===== src/rtl/mag2comp_serial_pkg.sv =====
// Shared definitions for the serial sign/magnitude to two's-complement converter.
package mag2comp_serial_pkg;

    localparam logic [1:0] IDLE_CODE = 2'd0;
    localparam logic [1:0] BUSY_CODE = 2'd1;
    localparam logic [1:0] DONE_CODE = 2'd2;

    typedef enum logic [1:0] {
        IDLE = IDLE_CODE,
        BUSY = BUSY_CODE,
        DONE = DONE_CODE
    } state_t;

    // Bits needed to count 0 .. value-1; never less than one bit.
    function automatic int clog2(input int value);
        int bits;
        int rem;
        bits = 0;
        rem  = value - 1;
        while (rem > 0) begin
            bits = bits + 1;
            rem  = rem >> 1;
        end
        if (bits < 1) begin
            bits = 1;
        end
        return bits;
    endfunction

endpackage


===== src/rtl/mag2comp_serial_if.sv =====
// Operand and result handshake bundle of the serial re-signing block.
interface mag2comp_serial_if #(
    parameter int NUMBER_OF_BITS = 12
);

    logic                      in_valid;
    logic                      in_ready;
    logic                      sign;
    logic [NUMBER_OF_BITS-1:0] mag;
    logic                      out_valid;
    logic                      out_ready;
    logic [NUMBER_OF_BITS-1:0] comp;
    logic                      ovf;

    modport master (
        output in_valid,
        output sign,
        output mag,
        output out_ready,
        input  in_ready,
        input  out_valid,
        input  comp,
        input  ovf
    );

    modport slave (
        input  in_valid,
        input  sign,
        input  mag,
        input  out_ready,
        output in_ready,
        output out_valid,
        output comp,
        output ovf
    );

endinterface


===== src/rtl/mag2comp_serial_negate_cell.sv =====
// One-bit serial negation: copy bits up to and including the first one, invert the rest.
module serial_negate_cell (
    input  logic clk,
    input  logic rst,
    input  logic clear,
    input  logic en,
    input  logic sign,
    input  logic m,
    output logic out_bit
);

    logic seen_one;

    always_ff @(posedge clk) begin
        if (rst) begin
            seen_one <= 1'b0;
        end else if (clear) begin
            seen_one <= 1'b0;
        end else if (en) begin
            seen_one <= seen_one | m;
        end
    end

    assign out_bit = (sign & seen_one) ? ~m : m;

endmodule


===== src/rtl/mag2comp_serial.sv =====
// Re-signs a sign + magnitude operand into N-bit two's complement, one bit per clock, LSB first.
module mag2comp_serial
    import mag2comp_serial_pkg::*;
#(
    parameter int NUMBER_OF_BITS = 12
) (
    input  logic             clk,
    input  logic             rst,
    mag2comp_serial_if.slave bus
);

    localparam int N     = NUMBER_OF_BITS;
    localparam int CNT_W = clog2(N);

    localparam logic [CNT_W-1:0] LAST_STEP    = CNT_W'(N - 1);
    localparam logic [N-1:0]     MOST_NEG_MAG = {1'b1, {(N-1){1'b0}}};

    state_t           state;
    logic [CNT_W-1:0] bit_cnt;
    logic             sign_r;
    logic [N-1:0]     shift_reg;
    logic [N-2:0]     result;
    logic [N-1:0]     result_next;
    logic             ovf_next;
    logic             out_bit;
    logic             accept;
    logic             step;

    assign bus.in_ready = (state == IDLE) & ~rst;
    assign accept       = bus.in_valid & bus.in_ready;
    assign step         = (state == BUSY);

    // result holds the upper N-1 bits collected so far; the newest bit enters at the MSB.
    assign result_next = {out_bit, result};

    serial_negate_cell u_negate (
        .clk     (clk),
        .rst     (rst),
        .clear   (accept),
        .en      (step),
        .sign    (sign_r),
        .m       (shift_reg[0]),
        .out_bit (out_bit)
    );

    always_ff @(posedge clk) begin
        if (accept) begin
            sign_r    <= bus.sign;
            shift_reg <= bus.mag;
            ovf_next  <= bus.sign ? (bus.mag > MOST_NEG_MAG) : bus.mag[N-1];
        end else if (step) begin
            shift_reg <= shift_reg >> 1;
            result    <= result_next[N-1:1];
        end
    end

    always_ff @(posedge clk) begin
        if (rst) begin
            state         <= IDLE;
            bit_cnt       <= '0;
            bus.out_valid <= 1'b0;
            bus.comp      <= '0;
            bus.ovf       <= 1'b0;
        end else begin
            case (state)
                IDLE: begin
                    if (accept) begin
                        bit_cnt <= '0;
                        state   <= BUSY;
                    end
                end
                BUSY: begin
                    if (bit_cnt == LAST_STEP) begin
                        // Clear rather than increment so the counter never wraps.
                        bit_cnt       <= '0;
                        state         <= DONE;
                        bus.out_valid <= 1'b1;
                        bus.comp      <= result_next;
                        bus.ovf       <= ovf_next;
                    end else begin
                        bit_cnt <= bit_cnt + 1'b1;
                    end
                end
                DONE: begin
                    if (bus.out_ready) begin
                        bus.out_valid <= 1'b0;
                        state         <= IDLE;
                    end
                end
                default: begin
                    state <= IDLE;
                end
            endcase
        end
    end

    valid_matches_done: assert property (
        @(posedge clk) disable iff (rst) bus.out_valid == (state == DONE)
    );

endmodule


===== src/flat_wrapper.sv =====
// flat-port wrapper written by rule: the top's interface ports become plain ports
module mag2comp_serial_flat import mag2comp_serial_pkg::*;
#(
    parameter int NUMBER_OF_BITS = 12
)
  (clk, rst, bus_in_valid, bus_sign, bus_mag, bus_out_ready, bus_in_ready, bus_out_valid, bus_comp, bus_ovf);
  mag2comp_serial_if #(.NUMBER_OF_BITS(NUMBER_OF_BITS)) bus_i ();
  input  logic clk;
  input  logic rst;
  input wire logic [$bits(bus_i.in_valid)-1:0] bus_in_valid;
  input wire logic [$bits(bus_i.sign)-1:0] bus_sign;
  input wire logic [$bits(bus_i.mag)-1:0] bus_mag;
  input wire logic [$bits(bus_i.out_ready)-1:0] bus_out_ready;
  output wire logic [$bits(bus_i.in_ready)-1:0] bus_in_ready;
  output wire logic [$bits(bus_i.out_valid)-1:0] bus_out_valid;
  output wire logic [$bits(bus_i.comp)-1:0] bus_comp;
  output wire logic [$bits(bus_i.ovf)-1:0] bus_ovf;
  assign bus_i.in_valid = bus_in_valid;
  assign bus_i.sign = bus_sign;
  assign bus_i.mag = bus_mag;
  assign bus_i.out_ready = bus_out_ready;
  assign bus_in_ready = bus_i.in_ready;
  assign bus_out_valid = bus_i.out_valid;
  assign bus_comp = bus_i.comp;
  assign bus_ovf = bus_i.ovf;
  mag2comp_serial #(.NUMBER_OF_BITS(NUMBER_OF_BITS)) u_core (.clk(clk), .rst(rst), .bus(bus_i));
endmodule

===== config.mk =====
export PLATFORM = sky130hd
export DESIGN_NAME = mag2comp_serial_flat
export DESIGN_NICKNAME = d
export VERILOG_FILES = /design/src/rtl/mag2comp_serial_pkg.sv /design/src/rtl/mag2comp_serial_if.sv /design/src/rtl/mag2comp_serial_negate_cell.sv /design/src/rtl/mag2comp_serial.sv /design/src/flat_wrapper.sv
export SDC_FILE = /design/constraint.sdc
export NUM_CORES = 1
export LEC_CHECK = 0
export ABC_AREA = 1
export CORE_AREA = 2 2 64 66
export DETAILED_ROUTE_END_ITERATION = 10
export DIE_AREA = 0 0 66 68
export PLACE_DENSITY = 0.75
export SLEW_MARGIN = 20
export SYNTH_ARGS = -nofsm -noshare
export SYNTH_HDL_FRONTEND = slang
export SYNTH_SLANG_ARGS = --single-unit
export TNS_END_PERCENT = 20

===== constraint.sdc =====
create_clock -name clk -period 1.6 [get_ports clk]
set_input_delay 0.16 -clock clk [delete_from_list [all_inputs] [get_ports clk]]
set_output_delay 0.16 -clock clk [all_outputs]
set_load 0.1 [all_outputs]

* After elaboration in Yosys (flattened, before gate mapping) *
Cells that the tools add are included.

word-level totals
  word-level logic and storage cells = 49
  input bits = 17
  bits in registers = 46
  latch bits = 0
  output and inout port bits = 15
  bits in read-only memories = 0
  memories = 0
  memory bits (writable) = 0

operators by class
  reductions and logical operators = 10
  multiply operators = 0
  equality and inequality tests = 6
  shift operators = 0
  muxes and demuxes = 14
  divide/modulo/power cells = 0
  $lt $le $gt $ge = 1
  add/sub/neg operators = 1
  bitwise gates (word level) = 7

operators by type and width
  kind                                                   number
  2-to-1 mux 12 bit                                      2
  greater-than comparator 12 bit, second input constant  1
  2-to-1 mux 4 bit                                       2
  case mux 4 bit (2 select lines)                        1
  2-to-1 mux 2 bit                                       3
  case mux 2 bit (3 select lines)                        1
  AND reduction 2 bit                                    3
  AND reduction 3 bit                                    2
  nonzero test 2 bit                                     3
  adder 4 x 1 -> 4 bit, second input constant            1
  == test 4 bit, second input constant                   1
  2-to-1 mux 1 bit                                       4
  inequality test 2 bit, second input constant           2
  AND 1 bit                                              3
  NOT 1 bit                                              3
  == test 2 x 1 -> 1 bit, second input constant          1
  == test 2 bit, second input constant                   1
  logical NOT 2 bit                                      1
  inequality test 2 x 1 -> 1 bit, second input constant  1
  case mux 1 bit (2 select lines)                        1
  OR reduction 2 bit                                     1
  OR 1 bit                                               1

* Depth between registers and ports, before layout *
  depth after elaboration = 5
  gate-level depth with buffers = 8
  depth with buffers taken out = 7

* Hierarchy *
Synthesis repeated with hierarchy kept, for this count alone.

unflattened totals
  cells, all modules = 188
  area, all modules = 1829.3 µm²

by module, submodules not included
  module              area each (µm²)  cells an instance  times used  seq. area each (µm²)
  mag2comp_serial     1760.4           177                1           1151.1
  serial_negate_cell  68.8             11                 1           20.0

* Worst setup path after synthesis *
Ideal clock, no wire load.

  kind = reg2out
  start = register u_core.state[0]
  end = output port bus_in_ready
  path buffers = 0
  data required time = 1.440 ns
  setup slack = -0.981 ns
  stages on the path, launching flop included = 2
  arrival time = 2.421 ns
  path through = dfxtp_1 > nor3_1

between the ends
  cells in the longest elaborated chain, start to end = 2

RTL lines
  element                 line                   source
  start, declared         mag2comp_serial.sv:18  state_t state;
  start signal, assigned  mag2comp_serial.sv:59  state <= IDLE;
  start signal, assigned  mag2comp_serial.sv:69  state <= BUSY;
  start signal, assigned  mag2comp_serial.sv:76  state <= DONE;
  logical NOT 2 bit       mag2comp_serial.sv:29  assign bus.in_ready = (state == IDLE) & ~rst;
  AND 1 bit               mag2comp_serial.sv:29
  end, declared           flat_wrapper.sv:14     output wire logic [$bits(bus_i.in_ready)-1:0] bus_in_ready;

Every way passes these cells.

* Worst setup path after layout *
  start = register u_core.bit_cnt[0]
  end = register u_core.bus.comp[11]

between the ends
  cells in the longest elaborated chain, start to end = 2

RTL lines
  element                               line                      source
  start, declared                       mag2comp_serial.sv:19     logic [CNT_W-1:0] bit_cnt;
  start signal, assigned                mag2comp_serial.sv:81     bit_cnt <= bit_cnt + 1'b1;
  == test 4 bit                         mag2comp_serial.sv:73     if (bit_cnt == LAST_STEP) begin
  AND reduction 2 bit (no source line)  -
  end signal, assigned                  mag2comp_serial.sv:78     bus.comp <= result_next;
  end, declared                         mag2comp_serial_if.sv:33  output comp,

Every way passes these cells.
A chain may end at the register's enable or synchronous reset.

==> impl_metrics.toml <==
[outcome]
status = "completed"

[route]
drt-initial-drc-count = 56
drc = 0
vias_per_cell = 4.811
num_vias = 1299
drtPass1Iterations = 4
drt_wl_total_um = 3505
wl_per_cell_um = 12.98
antenna_left = 0

[global_route]
grt_pass1_vias = 1185
grt_pass1_wl_um = 5706
antenna_found_initial = 0
track_usage_pct = 17.56
grt_max_degree = 22
grt_overflow = 0

[yosys]
yosysTopAreaCell = "edfxtp_1"
synth.area.top_cells = "edfxtp_1 40%, dfxtp_1 23%, nor2_1 6.4%"
synth_top_area_share_pct = 40.27
synth-seq-area-share_pct = 62.82
synth-main-ff-cell = "edfxtp_1"
ys_ff_latch = 46
synth-edff-count = 25
async_flop_share_pct = 0
syn-num-nets = 200
synthCells = 182
syn_avg_cell_area_um2 = 10.24
ys_warn_count = 0
synthDistinctLibCells = 28
synth_area_mm2 = 0.001864

[cts]
cts.htree.levels = 2
clockRootBuffer = "clkbuf_8"
clk_pin_slew_worst_paths_ns = 0.08
cts_made_buffers = 5
clk_path_buf_depth = 2
cts_tree = "done"
clk_latency_ns = 0.30
cts.sinks = 46
holdBufCountCts = 0
cts-resized-gates = 0
post_cts_buffers = 0

[critical_path]
reg2reg_from = "u_core.bit_cnt[0]$_SDFFE_PP0P_"
critPathRequiredTime_ns = 1.84
r2r_cells = 7
path_class = "reg2reg"
crit_chain = "ha_1 -> nand2_2 -> nor2_8 -> nand2_4 -> inv_4 -> nand2_1 -> a21oi_2"
critPathArrivalTime_ns = 1.62
r2r-end = "u_core.bus.comp[11]$_SDFFE_PP0P_"
cp_max_fo = 16
r2r_slack_ns = 0.22
slowest_delay_ns = 0.40
critPathLaunchType = "flop"
crit_path_end_kind = "flop"
crit_cells = 7
slowest_stage = "dfxtp_1"
crit_family = "simple AND/OR/NAND/NOR gates"
cp_num_buf_inv = 1

[power]
irDropWorstVdd_uv = 558.1
leakage_nw = 0.9700
internal-power_w = 0.001713
p_sw_w = 0.0005266
p_per_area_mw_per_mm2 = 898.4
pwr-share-seq_pct = 59.5
power_frac_comb_pct = 9.9
pwr-share-clk_pct = 30.6
switching_share_pct = 23.52
power.total_w = 0.002239

[floorplanning]
design.die.area_mm2 = 0.004488
start_util_pct = 48.35
ios = 32
die_y_um = 68
die_x_um = 66
coreArea_mm2 = 0.003856
rows = 23

[finish]
final_common_cell = "nor2_1"
n_antenna_cell = 0
drive_above_1_share_pct = 20.45
utilization_pct = 64.63
final_nets = 237
stdcell_count = 270
area_growth_pct = 33.69
final_cell_mix = "32 x nor2_1, 26 x nand2_1, 25 x edfxtp_1, 21 x dfxtp_1, 17 x buf_12"

[timing]
period_share_pct = 86.36
finalSetupViolCount = 0
maxSlewHeadroom_pct = 76.61
worstMarginPinSlew_ns = 0.3504
finalHoldViolCount = 0
drv_slew = 0
period_minus_slack_ns = 1.382
finalSetupTns_ns = 0
skew_ns = 0.006457
timing.fmax_mhz = 723.7
rsz0062_at_grt = "no"

[placed_design]
routabilityCongestion = 0.8020
portBuffers = 31
dp_hpwl_um = 2394
dp.cells = 262

[worst_hold_path]
hold_path_startpoint = "u_core.result[5]$_DFFE_PP_"
hold_path_class = "reg2reg"
min_path_cells = 0
hold_end = "u_core.result[4]$_DFFE_PP_"

[run]
drv_cap = 0
==> worst max path at each step <==
stage	startpoint	slack, ns	end
global route	u_core.bit_cnt[0]$_SDFFE_PP0P_	0.11	u_core.bus.comp[11]$_SDFFE_PP0P_
detailed placement	rst	0.16	u_core.shift_reg[11]$_SDFFCE_PN0P_
floorplan	u_core.state[0]$_SDFFE_PP0P_	0.13	u_core.shift_reg[0]$_DFFE_PP_
global placement	rst	0.18	u_core.shift_reg[5]$_DFFE_PP_
finish	u_core.bit_cnt[0]$_SDFFE_PP0P_	0.22	u_core.bus.comp[11]$_SDFFE_PP0P_
CTS	u_core.bit_cnt[0]$_SDFFE_PP0P_	0.21	u_core.bus.comp[11]$_SDFFE_PP0P_
==> metal layers <==
layer / wire length, um / vias to the layer above / part of all wire [%] / GRT usage [%]
li1: - / 669 / - / -
met1: 1535 / 597 / 44 / 22.40
met2: 1797 / 26 / 51 / 28.91
met3: 105 / 7 / 3.0 / 3.947
met4: 68 / 0 / 1.9 / 7.653
met5: 0 / - / 0 / 0
==> cells by family (layout without fill, tap and decap cells) <==
logic type               Yosys count  after routing  synth area share, %
AND/OR/NAND/NOR                   76             76                18.73
flip-flops                        46             46                62.82
AO/OA/AOI/OAI                     32             32                10.27
buffers and inverters             26             64                7.047
adder cells (fa/ha/maj)            1              1               0.6710
XOR/XNOR                           1              1               0.4699
==> Yosys cell counts (2+ instances only) <==
library cell	number
nand2_2	2
edfxtp_1	25
nor2_1	32
nand4_1	3
buf_6	3
inv_4	2
inv_1	16
dfxtp_1	21
o21ai_0	14
a21oi_1	6
nor3_1	2
inv_2	2
o21ai_1	3
nand3_1	6
nand2_1	26
nand2_4	2
o21ai_2	6
==> power groups by stage <==
stage          sequential (W)  clock (W)  combinational (W)
4_1_cts               0.00133   0.000695           0.000224
5_1_grt               0.00134   0.000745           0.000245
3_5_place_dp          0.00136          0           0.000221
3_3_place_gp          0.00136          0           0.000214
2_1_floorplan         0.00135          0           0.000127
6_report              0.00133   0.000685           0.000222
==> stage by stage <==
stage / area (um2) / hold slack, ns / setup slack [ns]
2_1_floorplan: 1876 / 0.2589 / 0.1329
3_3_place_gp: 2410 / 0.4265 / 0.1832
3_5_place_dp: 2410 / 0.4334 / 0.1625
4_1_cts: 2492 / 0.4535 / 0.2134
5_1_grt: 2492 / 0.4668 / 0.1078
6_report: 2492 / 0.4522 / 0.2182
==> area by class of cell <==
class / count / area (um2)
fillers: 309 / 1364
flip-flops and latches: 46 / 1171
well taps: 50 / 62.56
inverters: 20 / 80.08
clock buffers: 6 / 72.57
repair buffers: 36 / 523.0
clock inverters: 2 / 10.01
multi-input cells: 110 / 573.1
No activity file was read; power rests on OpenSTA's default activity.
